File: src/rtl/wiper_ctrl_param.sv
// rtl/wiper_ctrl_param.sv - rain-sensing wiper controller with hysteresis, sweep timing and manual override
module wiper_ctrl_param #(
  parameter int NSENS       = 7,
  parameter int DIV         = 2,
  parameter int SLOW_TH     = 3,
  parameter int FAST_TH     = 5,
  parameter int UP_HOLD     = 3,
  parameter int DOWN_HOLD   = 2,
  parameter int SLOW_PERIOD = 4,
  parameter int FAST_PERIOD = 2
) (
  input  logic                       clk_2,
  input  logic                       reset,
  input  logic [NSENS-1:0]           rain,
  input  logic [1:0]                 mode,
  output logic [1:0]                 state,
  output logic [$clog2(NSENS+1)-1:0] drops,
  output logic                       tick,
  output logic                       wipe,
  output logic [7:0]                 sweeps
);

  localparam int DW   = $clog2(NSENS + 1);
  localparam int CW   = (DIV > 1) ? $clog2(DIV) : 1;
  localparam int MAXP = (SLOW_PERIOD > FAST_PERIOD) ? SLOW_PERIOD : FAST_PERIOD;
  localparam int PW   = $clog2(MAXP + 1);
  localparam int MAXH = (UP_HOLD > DOWN_HOLD) ? UP_HOLD : DOWN_HOLD;
  localparam int HW   = $clog2(MAXH + 1);

  typedef enum logic [1:0] {
    S_OFF  = 2'd0,
    S_SLOW = 2'd1,
    S_FAST = 2'd2
  } wstate_t;

  wstate_t        cur, cand, level, target, nxt, cand_nxt;
  logic [CW-1:0]  divcnt;
  logic [HW-1:0]  hcnt, hcnt_nxt;
  logic [HW:0]    n;
  logic [PW-1:0]  pcnt;
  int             req;
  logic           period_end;

  assign state = cur;

  always_comb begin
    level = S_OFF;
    if (int'(drops) >= FAST_TH)      level = S_FAST;
    else if (int'(drops) >= SLOW_TH) level = S_SLOW;

    case (mode)
      2'd1:    target = S_OFF;
      2'd2:    target = S_SLOW;
      2'd3:    target = S_FAST;
      default: target = level;
    endcase
  end

  // Hysteresis: a candidate must persist for req consecutive ticks; a different candidate restarts at 1.
  always_comb begin
    nxt      = cur;
    hcnt_nxt = hcnt;
    cand_nxt = cand;
    n        = '0;
    req      = 0;
    if (mode != 2'd0) begin
      nxt      = target;
      hcnt_nxt = '0;
      cand_nxt = S_OFF;
    end else if (target == cur) begin
      hcnt_nxt = '0;
    end else begin
      n   = (target == cand) ? ({1'b0, hcnt} + 1'b1) : (HW+1)'(1);
      req = (target > cur) ? UP_HOLD : DOWN_HOLD;
      if (int'(n) >= req) begin
        nxt      = target;
        hcnt_nxt = '0;
      end else begin
        hcnt_nxt = n[HW-1:0];
        cand_nxt = target;
      end
    end
  end

  assign period_end = (cur == S_FAST) ? (int'(pcnt) == FAST_PERIOD - 1)
                                      : (int'(pcnt) == SLOW_PERIOD - 1);

  always_ff @(posedge clk_2 or posedge reset) begin
    if (reset) begin
      divcnt <= '0;
      tick   <= 1'b0;
      wipe   <= 1'b0;
      drops  <= '0;
      cur    <= S_OFF;
      cand   <= S_OFF;
      hcnt   <= '0;
      pcnt   <= '0;
      sweeps <= '0;
    end else begin
      divcnt <= (int'(divcnt) == DIV - 1) ? '0 : divcnt + 1'b1;
      tick   <= (int'(divcnt) == DIV - 1);
      wipe   <= 1'b0;
      if (tick) begin
        drops <= DW'($countones(rain));
        cur   <= nxt;
        hcnt  <= hcnt_nxt;
        cand  <= cand_nxt;
        // A state change takes priority over a completing sweep.
        if (nxt != cur || cur == S_OFF) begin
          pcnt <= '0;
        end else if (period_end) begin
          pcnt   <= '0;
          wipe   <= 1'b1;
          sweeps <= sweeps + 8'd1;
        end else begin
          pcnt <= pcnt + 1'b1;
        end
      end
    end
  end

endmodule
File: config.mk
export PLATFORM = sky130hd
export DESIGN_NAME = wiper_ctrl_param
export DESIGN_NICKNAME = d
export VERILOG_FILES = /design/src/rtl/wiper_ctrl_param.sv
export SDC_FILE = /design/constraint.sdc
export NUM_CORES = 1
export LEC_CHECK = 0
export CELL_PAD_IN_SITES_DETAIL_PLACEMENT = 0
export CELL_PAD_IN_SITES_GLOBAL_PLACEMENT = 1
export CORE_UTILIZATION = 25
export CTS_CLUSTER_SIZE = 8
export DETAILED_ROUTE_END_ITERATION = 8
export GPL_ROUTABILITY_DRIVEN = 0
export PLACE_DENSITY_LB_ADDON = 0.1
export SKIP_LAST_GASP = 1
export SYNTH_ARGS = -nofsm -noshare
export SYNTH_HDL_FRONTEND = slang
export SYNTH_SLANG_ARGS = --single-unit
File: constraint.sdc
create_clock -name clk_2 -period 5.9 [get_ports clk_2]
set_input_delay 0.59 -clock clk_2 [delete_from_list [all_inputs] [get_ports clk_2]]
set_output_delay 0.59 -clock clk_2 [all_outputs]
set_load 0.02 [all_outputs]
==> results_dict.tcl <==
set metrics [dict create \
    status "finished clean" \
    power_frac_clock 0.217 \
    ios 26 \
    io_buffers 25 \
    worst_pin_slew_ns 0.9392 \
    start_util 0.2622 \
    final_antenna_net_count 0 \
    wl_per_cell_um 13.20 \
    min_period_ns 4.620 \
    drtIter0Drc 52 \
    cts_sinks 23 \
    synthCells 154 \
    slowest_stage "clkdlybuf4s50_1" \
    syn_nets 175 \
    dieHeight_um 81.03 \
    drv_slew 0 \
    cts_tree "done" \
    vias_per_cell 4.824 \
    grt_pass1_wl_mm 5.644 \
    finalWorstSetupSlack_ns 1.280 \
    grt_usage 0.1150 \
    post-route-period-util 0.7831 \
    endpoint_kind "flip-flop" \
    cap_violations 0 \
    critPathMaxFanout 12 \
    core_um2 5956 \
    clkLatencyLatePin_ns 0.27 \
    cts_hold_buffers 0 \
    syn-cell-area_um2 1561 \
    cpPeakStageDelay_ns 0.74 \
    p_int_mw 0.3038 \
    cp.required_ns 6.06 \
    async_flop_share 1.000 \
    synthDistinctLibCells 51 \
    vias 1206 \
    finalClockSkew_ns 0.002941 \
    ys.flop_type "dfrtp_1" \
    p_per_area_nw_per_um2 250.6 \
    setup_tns_ns 0 \
    postCtsSetupRepairBufs 0 \
    dp_hpwl_mm 2.445 \
    leakagePower_nw 0.7955 \
    firstDrtPassIters 5 \
    dieArea_um2 6566 \
    p_comb_frac 0.352 \
    h-tree-depth 1 \
    path_clk_slew_ns 0.09 \
    num_rows 28 \
    grt_overflow 0 \
    antenna_found_initial 0 \
    ctsResizeCount 0 \
    hold_path_class "flip-flop to flip-flop" \
    peakVddDrop_uv 71.77 \
    fmax_ghz 0.2164 \
    finalNetCount 197 \
    drt-total-wl_mm 3.300 \
    maxSlewHeadroom 0.3732 \
    grt_pass1_vias 1141 \
    power.switching_mw 0.1706 \
    synth_edf_count 0 \
    die_w_um 81.03 \
    arrival_ns 4.78 \
    cts_buffer_depth 2 \
    drive_gt1_frac 0.1371 \
    syn_avg_cell_area_um2 10.14 \
    ys_seq_area_frac 0.3686 \
    cts-root-buf "clkbuf_8" \
    crit_family "simple AND/OR/NAND/NOR gates" \
    p_sw_frac 0.3596 \
    critPathKind "input port to flip-flop" \
    hold_violations 0 \
    area_delta_synth_final_pct 21.23 \
    cp-start-kind "input port" \
    diodes 0 \
    p_seq_frac 0.431 \
    setup_viol 0 \
    power_mw 0.4745 \
    rsz0062_at_grt "false" \
    dpl_worst_slack_ns 1.002 \
    grt_max_degree 24 \
    crit_chain "clkdlybuf4s50_1 > or2_0 > nor2_1 > a32oi_1 > and2_4 > and2b_1 > ha_1 > nand2b_1 > o21a_1 > a41oi_2 > nor2_2 > a2111oi_4 > o211ai_2 > or3_4 > mux2_4" \
    ys_ff_latch 23 \
    cp.buffers_inverters 1 \
    yosys_warnings 0 \
    numCtsBuffers 3 \
    drc 0 \
]
sequential cells by signal (all words and copies together), names as in the netlist:
| register | flops |
|---|---|
| state | 2 |
| drops | 3 |
| wipe | 1 |
| cand | 2 |
| sweeps | 8 |
| divcnt | 1 |
| pcnt | 3 |
| hcnt | 2 |
| tick | 1 |
power by group through the flow:
stage | Sequential (mW) | Combinational (mW) | Clock [mW]
2_1_floorplan | 0.218 | 0.102 | 0
5_1_grt | 0.210 | 0.187 | 0.115
3_3_place_gp | 0.207 | 0.169 | 0
6_report | 0.205 | 0.167 | 0.103
4_1_cts | 0.205 | 0.169 | 0.109
3_5_place_dp | 0.208 | 0.168 | 0
routing by layer:
| metal | share of wire | GRT usage | vias to the layer above |
|---|---|---|---|
| met5 | 0 | 0 | - |
| met4 | 0.017 | 0.04821 | 0 |
| met3 | 0.040 | 0.02022 | 5 |
| met2 | 0.45 | 0.1647 | 27 |
| met1 | 0.49 | 0.1678 | 589 |
| li1 | - | - | 585 |
cell type report:
type,instances,area [µm²]
multi-input cells,108,870.8
clock inverters,1,5.005
flip-flops and latches,23,575.6
clock buffers,3,41.29
inverters,15,56.30
well taps,75,93.84
repair buffers,25,250.2
fillers,655,4063
cell usage in the layout (no fill, tap or decap), types with 4 or more instances in the layout:
| master | n |
|---|---|
| o21ai_0 | 8 |
| ha_1 | 6 |
| inv_1 | 14 |
| dfrtp_1 | 23 |
| a21oi_1 | 11 |
| nor4_2 | 4 |
| xor2_1 | 5 |
| xnor2_1 | 4 |
| fa_1 | 4 |
| clkdlybuf4s50_1 | 25 |
| o2bb2ai_1 | 4 |
| nand2_1 | 7 |
| nor2_1 | 10 |
Yosys cell counts, types with 2 or more instances:
library cell,number,area [µm²]
ha_1,6,75.07
or2b_1,2,15.01
o21ai_1,3,15.01
dfrtp_1,23,575.6
xor2_1,5,43.79
buf_6,3,33.78
buf_2,2,10.01
and2b_1,2,15.01
clkbuf_1,2,7.510
nand2_1,7,26.28
nor4_2,4,50.05
or3_4,2,22.52
nand4_1,2,12.51
inv_1,14,52.55
o21ai_0,8,40.04
nand2b_1,2,12.51
a21oi_1,11,55.05
nor2_1,10,37.54
a211oi_1,2,15.01
xnor2_1,4,35.03
mux2_2,2,22.52
fa_1,4,80.08
nand3_1,3,15.01
o2bb2ai_1,4,35.03
kinds of logic after synthesis:
| group | share of synthesized area |
|---|---|
| AOI/OAI and AO/OA | 0.1907 |
| xor gates and xnor gates | 0.06090 |
| adders and majority gates | 0.09936 |
| buffers and inverters | 0.07372 |
| DFF | 0.3686 |
| muxes | 0.02403 |
| and+or+nand+nor | 0.1827 |
final timing paths:
check | from | end | slack, ns | cells after the start
setup / recovery | mode[1] | sweeps[1] | 1.28 | 15
hold / removal | divcnt | tick | 0.38 | 0
setup reg to reg | drops[0] | sweeps[1] | 1.84 | 14
hold reg to reg | divcnt | tick | 0.38 | 0
max in group asynchronous | reset | cand[1] | 4.51 | 2
min in group asynchronous | reset | divcnt | 0.82 | 2
stage by stage:
stage	utilization	cell area, µm²	hold WS, ns	instances
final	0.3179	1893	0.3848	250
after global routing	0.3179	1893	0.3994	250
after CTS	0.3179	1893	0.3892	250
after detailed placement	0.3101	1847	0.3677	246
after global placement	0.3101	1847	0.3604	246
after floorplan	-	1562	0.3537	154
No activity file was read; power rests on OpenSTA's default activity.
